$ cat src/rtl/fpu_f32_pkg.sv
// Shared F32 field layout, flag positions, operand classes and divider FSM states.
package fpu_f32_pkg;

    localparam int          EXP_W             = 8;
    localparam int          MAN_W             = 23;
    localparam int          BIAS              = 127;
    localparam logic [31:0] CANONICAL_NAN_DEF = 32'h7FC00000;

    localparam int FLAG_NV = 4;
    localparam int FLAG_DZ = 3;
    localparam int FLAG_OF = 2;
    localparam int FLAG_UF = 1;
    localparam int FLAG_NX = 0;

    typedef struct packed {
        logic             sign;
        logic [EXP_W-1:0] exp;
        logic [MAN_W-1:0] man;
    } f32_t;

    typedef enum logic [1:0] {ZERO, NORM, INF, NAN} f32_cls_t;

    typedef enum logic [1:0] {IDLE, DIVIDE, ROUND, DONE} div_state_t;

    // Result override chosen at accept time; SP_NONE means use the iterated quotient.
    typedef enum logic [2:0] {SP_NONE, SP_NAN, SP_DZ, SP_INF, SP_ZERO} div_special_t;

    // Denormals classify as ZERO (flush-to-zero on input).
    function automatic f32_cls_t f32_classify(input f32_t x);
        if (x.exp == '0)
            return ZERO;
        else if (x.exp == '1)
            return (x.man == '0) ? INF : NAN;
        else
            return NORM;
    endfunction

endpackage

$ cat src/rtl/fpu_f32_div_round.sv
// Normalise, round-to-nearest-even and pack a 26-bit quotient, or emit the special-case result.
// Purely combinational; the caller registers O and FLAGS.
module fpu_f32_div_round
    import fpu_f32_pkg::*;
#(
    parameter logic [31:0] CANONICAL_NAN = CANONICAL_NAN_DEF
) (
    input  logic               sign,
    input  logic signed [9:0]  expo,
    input  logic [25:0]        quo,
    input  logic               rem_nz,
    input  div_special_t       special,
    output logic [31:0]        o,
    output logic [4:0]         flags
);

    logic [22:0]       frac;
    logic              guard;
    logic              sticky;
    logic              rnd_up;
    logic [23:0]       frac_r;
    logic signed [9:0] e_n;
    logic signed [9:0] e_r;

    // The hidden bit is known to be set in both alignments, so only the fraction is carried.
    always_comb begin
        if (quo[25]) begin
            frac   = quo[24:2];
            guard  = quo[1];
            sticky = quo[0] | rem_nz;
            e_n    = expo;
        end else begin
            frac   = quo[23:1];
            guard  = quo[0];
            sticky = rem_nz;
            e_n    = expo - 10'sd1;
        end
        rnd_up = guard & (sticky | frac[0]);
        frac_r = {1'b0, frac} + {23'b0, rnd_up};
        e_r    = frac_r[23] ? (e_n + 10'sd1) : e_n;
    end

    always_comb begin
        o     = '0;
        flags = '0;
        case (special)
            SP_NAN: begin
                o              = CANONICAL_NAN;
                flags[FLAG_NV] = 1'b1;
            end
            SP_DZ: begin
                o              = {sign, 8'hFF, 23'b0};
                flags[FLAG_DZ] = 1'b1;
            end
            SP_INF:  o = {sign, 8'hFF, 23'b0};
            SP_ZERO: o = {sign, 31'b0};
            default: begin
                if (e_r >= 10'sd255) begin
                    o              = {sign, 8'hFF, 23'b0};
                    flags[FLAG_OF] = 1'b1;
                    flags[FLAG_NX] = 1'b1;
                end else if (e_r <= 10'sd0) begin
                    o              = {sign, 31'b0};
                    flags[FLAG_UF] = 1'b1;
                    flags[FLAG_NX] = 1'b1;
                end else begin
                    o              = {sign, e_r[7:0], frac_r[22:0]};
                    flags[FLAG_NX] = guard | sticky;
                end
            end
        endcase
    end

endmodule

$ cat src/rtl/fpu_f32_div_seq.sv
// Sequential F32 divider: restoring mantissa division, one quotient bit per cycle.
// Fixed 27-cycle accept-to-valid for every operand; result held in DONE until OUT_READY.
module fpu_f32_div_seq
    import fpu_f32_pkg::*;
#(
    parameter logic [31:0] CANONICAL_NAN = CANONICAL_NAN_DEF,
    parameter int          DIV_BITS      = 26
) (
    input  logic        MCLK,
    input  logic        RST,
    input  logic        IN_VALID,
    output logic        IN_READY,
    input  logic [31:0] A,
    input  logic [31:0] B,
    output logic        OUT_VALID,
    input  logic        OUT_READY,
    output logic [31:0] O,
    output logic [4:0]  FLAGS
);

    if (DIV_BITS != 26) begin : g_bad_div_bits
        $error("fpu_f32_div_seq: DIV_BITS must be 26");
    end

    div_state_t        state;
    logic [4:0]        cnt;
    logic [24:0]       rem;
    logic [23:0]       mb;
    logic [25:0]       quo;
    logic              sgn;
    logic signed [9:0] exp_r;
    div_special_t      special;

    f32_t              fa;
    f32_t              fb;
    f32_cls_t          cls_a;
    f32_cls_t          cls_b;
    div_special_t      sp_acc;
    logic signed [9:0] e_acc;

    logic              ge;
    logic [24:0]       rem_sub;
    logic [24:0]       rem_next;

    logic [31:0]       rnd_o;
    logic [4:0]        rnd_flags;

    assign fa    = A;
    assign fb    = B;
    assign cls_a = f32_classify(fa);
    assign cls_b = f32_classify(fb);
    assign e_acc = $signed({2'b0, fa.exp}) - $signed({2'b0, fb.exp}) + 10'(BIAS);

    // Inf/0 is "Inf / finite" (no DZ); only a finite nonzero dividend raises DZ.
    always_comb begin
        if (cls_a == NAN || cls_b == NAN)
            sp_acc = SP_NAN;
        else if ((cls_a == ZERO && cls_b == ZERO) || (cls_a == INF && cls_b == INF))
            sp_acc = SP_NAN;
        else if (cls_a == NORM && cls_b == ZERO)
            sp_acc = SP_DZ;
        else if (cls_a == INF)
            sp_acc = SP_INF;
        else if (cls_b == INF || cls_a == ZERO)
            sp_acc = SP_ZERO;
        else
            sp_acc = SP_NONE;
    end

    // After a subtract the remainder is below mb, so the shift never drops a set bit.
    always_comb begin
        ge       = (rem >= {1'b0, mb});
        rem_sub  = ge ? (rem - {1'b0, mb}) : rem;
        rem_next = rem_sub << 1;
    end

    fpu_f32_div_round #(
        .CANONICAL_NAN (CANONICAL_NAN)
    ) u_round (
        .sign    (sgn),
        .expo    (exp_r),
        .quo     (quo),
        .rem_nz  (|rem),
        .special (special),
        .o       (rnd_o),
        .flags   (rnd_flags)
    );

    always_ff @(posedge MCLK) begin
        if (RST) begin
            state     <= IDLE;
            IN_READY  <= 1'b1;
            OUT_VALID <= 1'b0;
            O         <= '0;
            FLAGS     <= '0;
            cnt       <= '0;
            rem       <= '0;
            mb        <= '0;
            quo       <= '0;
            sgn       <= 1'b0;
            exp_r     <= '0;
            special   <= SP_NONE;
        end else begin
            case (state)
                IDLE: begin
                    if (IN_VALID && IN_READY) begin
                        sgn      <= fa.sign ^ fb.sign;
                        exp_r    <= e_acc;
                        rem      <= {2'b01, fa.man};
                        mb       <= {1'b1, fb.man};
                        quo      <= '0;
                        cnt      <= 5'(DIV_BITS - 1);
                        special  <= sp_acc;
                        IN_READY <= 1'b0;
                        state    <= DIVIDE;
                    end
                end
                DIVIDE: begin
                    quo <= {quo[24:0], ge};
                    rem <= rem_next;
                    cnt <= cnt - 5'd1;
                    if (cnt == '0)
                        state <= ROUND;
                end
                ROUND: begin
                    O         <= rnd_o;
                    FLAGS     <= rnd_flags;
                    OUT_VALID <= 1'b1;
                    state     <= DONE;
                end
                DONE: begin
                    if (OUT_READY) begin
                        OUT_VALID <= 1'b0;
                        IN_READY  <= 1'b1;
                        state     <= IDLE;
                    end
                end
                default: state <= IDLE;
            endcase
        end
    end

endmodule

$ cat config.mk
export PLATFORM = sky130hd
export DESIGN_NAME = fpu_f32_div_seq
export DESIGN_NICKNAME = d
export VERILOG_FILES = /design/src/rtl/fpu_f32_pkg.sv /design/src/rtl/fpu_f32_div_round.sv /design/src/rtl/fpu_f32_div_seq.sv
export SDC_FILE = /design/constraint.sdc
export NUM_CORES = 1
export LEC_CHECK = 0
export ABC_AREA = 1
export ABC_CLOCK_PERIOD_IN_PS = 7100
export BUFFER_PORTS_ARGS = -buffer_cell sky130_fd_sc_hd__buf_2
export CORE_ASPECT_RATIO = 1.5
export CORE_MARGIN = 10
export CORE_UTILIZATION = 47
export DETAILED_ROUTE_END_ITERATION = 16
export GPL_TIMING_DRIVEN = 1
export PLACE_DENSITY_LB_ADDON = 0.1
export REMOVE_ABC_BUFFERS = 1
export SLEW_MARGIN = 40
export SYNTH_ARGS = -nofsm -noshare
export SYNTH_HDL_FRONTEND = slang
export SYNTH_SLANG_ARGS = --single-unit
$ cat constraint.sdc
create_clock -name MCLK -period 7.1 [get_ports MCLK]
set_input_delay 0 -clock MCLK [delete_from_list [all_inputs] [get_ports MCLK]]
set_output_delay 0 -clock MCLK [all_outputs]
set_load 0.05 [all_outputs]
Yosys cells after proc, flatten, opt, wreduce, memory -nomap -nowiden
Cells that the tools add are included.

Reduce and logical (&&, ||, !) cells: 26. $lt $le $gt $ge: 3. Multiplexer cells: 43. Bitwise logic cells: 5. $add $sub $neg: 7. Eq/ne operators: 17.

Operator list (number): 32-bit case mux with 3 select lines (1); 31-bit 2-to-1 mux (2); 26-bit case mux with 2 select lines (1); 25-bit case mux with 2 select lines (1); 23-bit zero test (2); 26-bit 2-to-1 mux (1); 25-bit by 24-bit greater-or-equal comparator with 1-bit output (1); 25-bit 2-to-1 mux (1); 25-bit OR reduction (1); 23-bit by 1-bit adder with 24-bit output (1); 24-bit 2-to-1 mux (1); 24-bit subtractor (1); 23-bit 2-to-1 mux (1); 10-bit 2-to-1 mux (2); 3-bit 2-to-1 mux (6); 8-bit == test, second input constant (2); 8-bit zero test (2); 1-bit 2-to-1 mux (14); 2-bit 2-to-1 mux (7); 2-bit == test, second input constant (6); 10-bit by 2-bit adder with 10-bit output, second input constant (1); 9-bit by 8-bit adder with 10-bit output, second input constant (1); 10-bit by 9-bit greater-or-equal comparator with 1-bit output, second input constant (1); 10-bit by 1-bit <= comparator with 1-bit output, second input constant (1); 24 further kinds (43).

Bits of input ports: 68. Register bits: 135.

Depth between registers and ports, before layout
Gate-level depths: netlist (run 1).

Depth in word-level cells: 11. Depth in mapped cells: 22. Gate-level depth less buffers: 21.

Hierarchy
A second synthesis (run 1) with hierarchy kept.

Cells, all modules: 1749. Area, all modules: 10551.4 µm².

By module, submodules not included: fpu_f32_div_seq (instances 1, seq. area each 2702.6 µm², cells each 1238, area each 7997.7 µm²); fpu_f32_div_round (instances 1, seq. area each 0.0 µm², cells each 511, area each 2553.7 µm²).

Worst setup path after synthesis (run 1)
No wires, ideal clock.

Kind: register to register. Start point: register quo[25]. End point: register O[20]. Library setup time: 0.069 ns. Arrival: 2.331 ns. Stages on the path, launching flop included: 19. Path slack: 4.700 ns. Buffers on the path: 2. Cell sequence: dfxtp_1 -> buf_6 -> inv_4 -> buf_6 -> nand2_1 -> nand2_1 -> nand2_1 -> inv_1 -> ha_1 -> nand2_1 -> nor2_1 -> nand2_1 -> nor2_1 -> nand2_1 -> nor2_1 -> a21oi_1 -> nor3_1 -> nand3_2 -> a21oi_2.

Longest elaborated chain between the ends: 9.

Ends and longest elaborated chain: from (decl) (RTL line fpu_f32_div_seq.sv:29) `logic [25:0] quo;`; from (signal assigned) (RTL line fpu_f32_div_seq.sv:119) `quo <= {quo[24:0], ge};`; 1-bit 2-to-1 mux or 23-bit 2-to-1 mux (tied branches) (RTL line fpu_f32_div_round.sv:27) `if (quo[25]) begin`; 1-bit OR (RTL line fpu_f32_div_round.sv:38) `rnd_up = guard & (sticky | frac[0]);`; 1-bit AND (RTL line fpu_f32_div_round.sv:38); 23-bit by 1-bit adder with 24-bit output (RTL line fpu_f32_div_round.sv:39) `frac_r = {1'b0, frac} + {23'b0, rnd_up};`; 10-bit 2-to-1 mux (RTL line fpu_f32_div_round.sv:40) `e_r = frac_r[23] ? (e_n + 10'sd1) : e_n;`; 10-bit by 1-bit <= comparator with 1-bit output (RTL line fpu_f32_div_round.sv:62) `end else if (e_r <= 10'sd0) begin`; 31-bit 2-to-1 mux (RTL line fpu_f32_div_round.sv:62); 31-bit 2-to-1 mux (*) (RTL line fpu_f32_div_round.sv:58) `if (e_r >= 10'sd255) begin`; 32-bit case mux with 3 select lines (*) (RTL line fpu_f32_div_round.sv:46) `case (special)`; to (signal assigned) (RTL line fpu_f32_div_seq.sv:126) `O <= rnd_o;`; to (decl) (RTL line fpu_f32_div_seq.sv:17) `output logic [31:0] O,`.

Mark *: on every way between the ends. The rest lies on a longest branch, timed or not. A chain may end at the register's enable or synchronous reset.

Worst setup path in the final report (run 1)
Start point: register rem[0]. End point: register rem[21].

Longest elaborated chain between the ends: 3.

Ends and longest elaborated chain: from (decl) (RTL line fpu_f32_div_seq.sv:27) `logic [24:0] rem;`; from (signal assigned) (RTL line fpu_f32_div_seq.sv:109) `rem <= {2'b01, fa.man};`; from (signal assigned) (RTL line fpu_f32_div_seq.sv:120) `rem <= rem_next;`; 24-bit subtractor or 25-bit by 24-bit greater-or-equal comparator with 1-bit output (tied branches) (RTL line fpu_f32_div_seq.sv:73, fpu_f32_div_seq.sv:72); 24-bit 2-to-1 mux (*) (RTL line fpu_f32_div_seq.sv:73) `rem_sub = ge ? (rem - {1'b0, mb}) : rem;`; 25-bit case mux with 2 select lines (*) (RTL line fpu_f32_div_seq.sv:104) `case (state)`.

Marked as above.

==> metrics.csv, run 1 <==
stage;metric;value;unit
status;status;complete, no violations;
critical_path;critical path cell sequence;inv_1 > ha_1 > fa_1 > o21ai_0 > a21oi_1 > inv_1 > a21oi_1 > o21ai_0 > nand2_1 > nand2_1 > nand2_1 > nand3_1 > o211ai_1 > a21oi_1;
placement;port buffer count;106;
layout;share of cells above drive strength 1;0.151;
grt;first-pass GRT wire length;42500;µm
routing;Iter 0 DRT Violations;493;
synthesis;EDFF count, synth;0;
layout;final instance area;11100;µm²
timing;setup TNS;0;ns
cts;# clock sinks;135;
timing;RSZ-0062 raised after global routing;no;
critical_path;Max stage delay cell, worst path;fa_1;
routing;met2 WL;13500;µm
floorplanning;Die Area;26100;µm²
layout;filler cell count;1986;
routing;wl on met1;10300;µm
grt;Remaining Overflow, GRT;0;
synthesis;Synth Area per Inst;6.70;µm²
floorplanning;I/O Pins;107;
placement;routability congestion estimate from global placement;0.884;
timing;slew margin rel.;0.459;
floorplanning;core area;19700;µm²
timing;Final Critical Period;2.98;ns
synthesis;Yosys Warn Count;0;
routing;Vias;9253;
grt;Total GRT Usage;0.200;
synthesis;Mapped Area;9370;µm²
synthesis;Post-Syn Instances;1399;
pwr;VDD IR-drop max;0.000319;V
floorplanning;DIE HEIGHT;193;µm
routing;DR WL/cell;14.4;µm
routing;Met3 Wirelength;1150;µm
critical_path;cell family with most CP delay;compound AO/OA/AOI/OAI gates;
placement;Placement Cell Area;9970;µm²
critical_path;critical path arrival;3.35;ns
floorplanning;row count;63;
synthesis;Post-synth top flop;dfxtp_1;
cts;Clock Path Buffers;2;
routing;uppermost layer routed;met4;
routing;DRT Pass-1 Iters;6;
floorplanning;Chip Width;135;µm
timing;clk_skew;0.00944;ns
critical_path;crit-path max FO;4;
floorplanning;Starting Density;0.476;
synthesis;synthesized flop and latch total;135;
timing;Slew Viols, Final;0;
timing;setup violators final;0;
routing;vias per cell;5.16;
critical_path;Worst EP required;7.47;ns
cts;Clock Latency Late Sink;0.44;ns
layout;P&R area growth vs syn;18.1;%
synthesis;Yosys cell types;56;
timing;fmax;335;MHz
layout;Ant. Diodes;0;
grt;antenna violations before repair;0;
synthesis;register area share after synthesis;0.288;
critical_path;WP buf/inv;2;
synthesis;main area contributors after synthesis;dfxtp_1, nand2_1, a21oi_1;
timing;worst-margin pin slew;0.803;ns
pwr;PwrDens;412;nW/µm²
critical_path;Max stage delay on crit path;0.41;ns
cts;CTS buffer count;17;
cts;Root Driver;clkbuf_16;
critical_path;crit path kind;reg -> reg;
cts;Post-CTS Setup Bufs;0;
min_path;Min-Delay Path Class;in -> reg;
routing;ANT nets after route;0;
timing;final hold vios;0;
critical_path;reg-to-reg setup timing slack;4.12;ns
synthesis;post-synthesis async set-or-reset flop share;0;
routing;post-route DRC violation count;0;
cts;CTS clk-pin slew, worst paths;0.06;ns
cts;CTS H-tree depth;4;
pwr;Leak;4.84;nW
cts;CTS tree;built;
placement;DP HPWL;19300;µm
timing;period utilization;0.420;
synthesis;share of the synthesized area in the top cell type;0.288;
synthesis;biggest area consumer among synthesized cells;dfxtp_1;
layout;final core occ;0.562;
job;Max-Cap Viols;0;
grt;largest net degree at the start of global routing;66;
routing;final wirelength;25900;µm
layout;Final nets;1633;
critical_path;Worst Setup End Kind;register;
critical_path;critical path launch point type;register;
grt;vias in the first global route;9171;
worst register-to-register path, delay by kind of cell (launching register included):
family | cells | cell delay (ns)
flops | 1 | 0.39
compound gates | 6 | 1.38
buf+inv | 2 | 0.19
fa+ha+maj | 2 | 0.63
simple gates | 4 | 0.34
power by group:
part,switching (mW),leakage [nW],internal [mW]
Sequential,0.116,1.10,0.923
Combinational,1.76,3.44,0.829
Clock,0.342,0.295,0.585
synth_stat cells (5+ instances only):
| master | instances |
|---|---|
| dfxtp_1 | 135 |
| o21ai_0 | 100 |
| nand4_1 | 20 |
| a21oi_2 | 20 |
| nand3_1 | 53 |
| nand3_2 | 21 |
| nor2_1 | 99 |
| a21oi_1 | 183 |
| o211ai_1 | 5 |
| nor4_1 | 24 |
| nand3b_1 | 5 |
| nand2_1 | 323 |
| xor2_1 | 28 |
| nor2_4 | 9 |
| buf_6 | 8 |
| xnor2_1 | 15 |
| a31oi_1 | 9 |
| inv_2 | 5 |
| buf_2 | 5 |
| clkbuf_1 | 42 |
| nor3_1 | 18 |
| o21ai_1 | 7 |
| inv_1 | 159 |
| ha_1 | 42 |
| nand2_2 | 7 |
logic make-up after synthesis:
| family | share of synthesized area |
|---|---|
| AND/OR/NAND/NOR | 0.298 |
| AO/OA/AOI/OAI | 0.209 |
| buffers and inverters | 0.104 |
| flip-flops | 0.288 |
| adder cells (fa/ha/maj) | 0.0603 |
| XOR/XNOR | 0.0402 |
layer usage:
metal | up-vias | track usage
li1 | 4888 | -
met1 | 4128 | 0.201
met2 | 178 | 0.372
met3 | 59 | 0.0425
met4 | 0 | 0.110
met5 | - | 0
layout make-up:
| class | instances | area, µm² | area share |
|---|---|---|---|
| inverter | 169 | 644 | 0.0582 |
| sequential | 135 | 2710 | 0.245 |
| tap | 260 | 325 | 0.0294 |
| clock buffer | 23 | 488 | 0.0441 |
| clock inverter | 8 | 120 | 0.0109 |
| timing repair buffer | 163 | 1080 | 0.0977 |
| multi-input combinational | 1035 | 5700 | 0.515 |
registers in the layout, summed over array words and instances (netlist names):
register / cells
rem: 25
sgn: 1
quo: 26
IN_READY: 1
exp_r: 10
state: 2
cnt: 5
FLAGS: 5
special: 3
O: 32
OUT_VALID: 1
mb: 24
layout by cell type, fill, tap and decap left out, drive strengths merged, types with 5 or more instances in the layout:
| cell type | n |
|---|---|
| nand2 | 334 |
| xnor2 | 15 |
| clkbuf | 23 |
| a31oi | 9 |
| nand4 | 22 |
| nand3b | 5 |
| o21ai | 112 |
| clkinv | 7 |
| o211ai | 6 |
| dfxtp | 135 |
| nor2 | 113 |
| buf | 114 |
| nor3 | 19 |
| dlygate4sd3 | 49 |
| nand3 | 75 |
| nor4 | 24 |
| a21oi | 203 |
| xor2 | 28 |
| ha | 42 |
| inv | 165 |
final timing paths:
| kind | start | to | cells past startpoint |
|---|---|---|---|
| max | rem[0] | rem[21] | 14 |
| min | A[30] | exp_r[9] | 5 |
| max reg2reg | rem[0] | rem[21] | 14 |
| min reg2reg | mb[10] | mb[10] | 2 |
repair_timing:
| action | in CTS | in global routing |
|---|---|---|
| gates resized for setup | 0 | 0 |
| hold endpoints to repair | 49 | 0 |
| hold buffers | 49 | 0 |
| setup endpoints to repair | 0 | 0 |
stage by stage:
stage          hold WS (ns)  setup slack [ns]  std cells  power [mW]
3_5_place_dp          0.257              4.14       1713        3.61
5_1_grt               0.132              3.65       1793        4.95
6_report             0.0724              4.12       1793        4.56
3_3_place_gp          0.251              3.88       1713        3.60
2_1_floorplan        0.0624              3.78       1339        2.97
4_1_cts              0.0567              4.12       1793        4.58
Power figures use the tool's default switching activity.
==> run 2: changes to the inputs <==
--- a/config.mk
+++ b/config.mk
@@ -6,7 +6,7 @@
 export NUM_CORES = 1
 export LEC_CHECK = 0
 export ABC_AREA = 1
-export ABC_CLOCK_PERIOD_IN_PS = 7100
+export ABC_CLOCK_PERIOD_IN_PS = 2950
 export BUFFER_PORTS_ARGS = -buffer_cell sky130_fd_sc_hd__buf_2
 export CORE_ASPECT_RATIO = 1.5
 export CORE_MARGIN = 10
==> constraint.sdc (replaced) <==
create_clock -name MCLK -period 2.95 [get_ports MCLK]
set_input_delay 0 -clock MCLK [delete_from_list [all_inputs] [get_ports MCLK]]
set_output_delay 0 -clock MCLK [all_outputs]
set_load 0.05 [all_outputs]
==> metrics.csv, run 2 (same netlist as run 1, synthesis figures left out) <==
stage;metric;value;unit
status;status;complete, no violations;
pwr;VDD IR-drop max;0.000514;V
grt;vias in the first global route;9092;
layout;Final nets;1647;
pwr;PwrDens;992;nW/µm²
timing;fmax;362;MHz
routing;Iter 0 DRT Violations;405;
routing;ANT nets after route;0;
floorplanning;Die Area;26100;µm²
layout;final instance area;11200;µm²
timing;clk_skew;0.0119;ns
cts;CTS H-tree depth;4;
floorplanning;Chip Width;135;µm
critical_path;crit-path max FO;11;
routing;post-route DRC violation count;0;
routing;met2 WL;14100;µm
cts;Root Driver;clkbuf_16;
cts;# clock sinks;135;
critical_path;Worst Setup End Kind;register;
critical_path;critical path launch point type;register;
timing;RSZ-0062 raised after global routing;no;
routing;final wirelength;26300;µm
timing;period utilization;0.936;
job;Max-Cap Viols;0;
layout;filler cell count;2044;
layout;Largest register FFs;32;
floorplanning;core area;19700;µm²
layout;Biggest register;O;
layout;final core occ;0.570;
placement;Place WS;0.0354;ns
grt;antenna violations before repair;0;
floorplanning;Starting Density;0.476;
critical_path;critical path arrival;3.05;ns
grt;first-pass GRT wire length;43000;µm
critical_path;Worst EP required;3.24;ns
min_path;Min-Delay Path Class;in -> reg;
routing;DR WL/cell;14.5;µm
timing;worst setup margin;0.190;ns
timing;worst-margin pin slew;0.751;ns
timing;Final Critical Period;2.76;ns
layout;most frequent cells in the layout;nand2_1, a21oi_1, inv_1, dfxtp_1, buf_2;
cts;CTS tree;built;
cts;CTS buffer count;17;
floorplanning;DIE HEIGHT;193;µm
layout;share of cells above drive strength 1;0.163;
cts;Clock Latency Late Sink;0.44;ns
timing;Slew Viols, Final;0;
grt;Total GRT Usage;0.202;
layout;Ant. Diodes;0;
routing;Met3 Wirelength;1040;µm
placement;port buffer count;106;
placement;Placement Cell Area;10100;µm²
floorplanning;row count;63;
routing;wl on met1;10300;µm
cts;Clock Path Buffers;2;
critical_path;Max stage delay on crit path;0.40;ns
layout;P&R area growth vs syn;19.9;%
critical_path;crit path kind;reg -> reg;
grt;Remaining Overflow, GRT;0;
routing;uppermost layer routed;met4;
pwr;Leak;4.92;nW
timing;Worst Hold Margin;0.0478;ns
critical_path;Max stage delay cell, worst path;dfxtp_1;
placement;DP HPWL;19400;µm
layout;most common cell after layout, fill and taps aside;nand2_1;
timing;final hold vios;0;
floorplanning;I/O Pins;107;
grt;largest net degree at the start of global routing;71;
critical_path;critical path cell sequence;inv_1 > ha_1 > o21ai_4 > ha_1 > inv_1 > a21oi_1 > nand3_1 > nand2_1 > nand3_1 > nand2_1 > nand2_1 > nor2_1 > nand3_2 > nor2_4 > nor2_4 > buf_12 > nand3_1 > a21oi_1;
routing;DRT Pass-1 Iters;5;
timing;setup violators final;0;
placement;routability congestion estimate from global placement;0.920;
routing;vias per cell;5.15;
routing;Vias;9317;
cts;CTS clk-pin slew, worst paths;0.06;ns
layout;top flop regs;O x32, quo x26, rem x25;
timing;setup TNS;0;ns
timing;slew margin rel.;0.495;
==> run 2: changes by cell type in the layout (fill, tap and decap cells not counted), moves of 3 or more <==
cell / change
clkinv_2: -3
inv_6: +3
buf_4: +9
clkinv_4: +3
==> run 2: power by group <==
part | switching (mW) | internal, mW
combinational | 4.32 | 2.16
clock | 0.871 | 1.30
sequential | 0.284 | 2.22
==> run 2: worst paths after layout <==
| path | start | endpoint | slack, ns | cells after the start |
|---|---|---|---|---|
| setup reg to reg | exp_r[0] | O[0] | 0.19 | 18 |
| hold reg to reg | mb[12] | mb[12] | 0.46 | 2 |
| hold / removal | A[30] | exp_r[9] | 0.05 | 5 |
| setup / recovery | exp_r[0] | O[0] | 0.19 | 18 |
==> run 2: per-layer routing <==
metal,GRT usage,up-vias
li1,-,4921
met1,0.207,4195
met2,0.384,154
met3,0.0425,47
met4,0.0847,0
met5,0,-
==> run 2: cell type report <==
type                    instances  area, µm²  share of cell area
clock buffers                  19        453              0.0403
clock inverters                13        145              0.0129
inverters                     169        644              0.0573
multi-input cells            1036       5740               0.511
flip-flops and latches        135       2700               0.241
well taps                     260        325              0.0289
repair buffers                176       1220               0.109
==> run 2: critical path: cells and delay by family (launching register included) <==
| family | cells | cell delay, ns |
|---|---|---|
| simple gates | 10 | 0.98 |
| fa+ha+maj | 2 | 0.58 |
| flops | 1 | 0.40 |
| compound gates | 3 | 0.35 |
| buf+inv | 3 | 0.31 |
==> run 2: what timing repair did <==
action	CTS	global route
buffers inserted	0	1
cloned	0	2
setup endpoints to repair	1	49
gates resized for setup	1	8
pin swaps	0	3
hold buffers	49	0
endpoints found under the hold margin	49	0
==> run 2: metrics by stage <==
stage | total power [mW] | std cells
3_3_place_gp | 8.80 | 1724
5_1_grt | 12.2 | 1808
2_1_floorplan | 7.14 | 1339
4_1_cts | 11.1 | 1805
3_5_place_dp | 8.81 | 1724
6_report | 11.1 | 1808
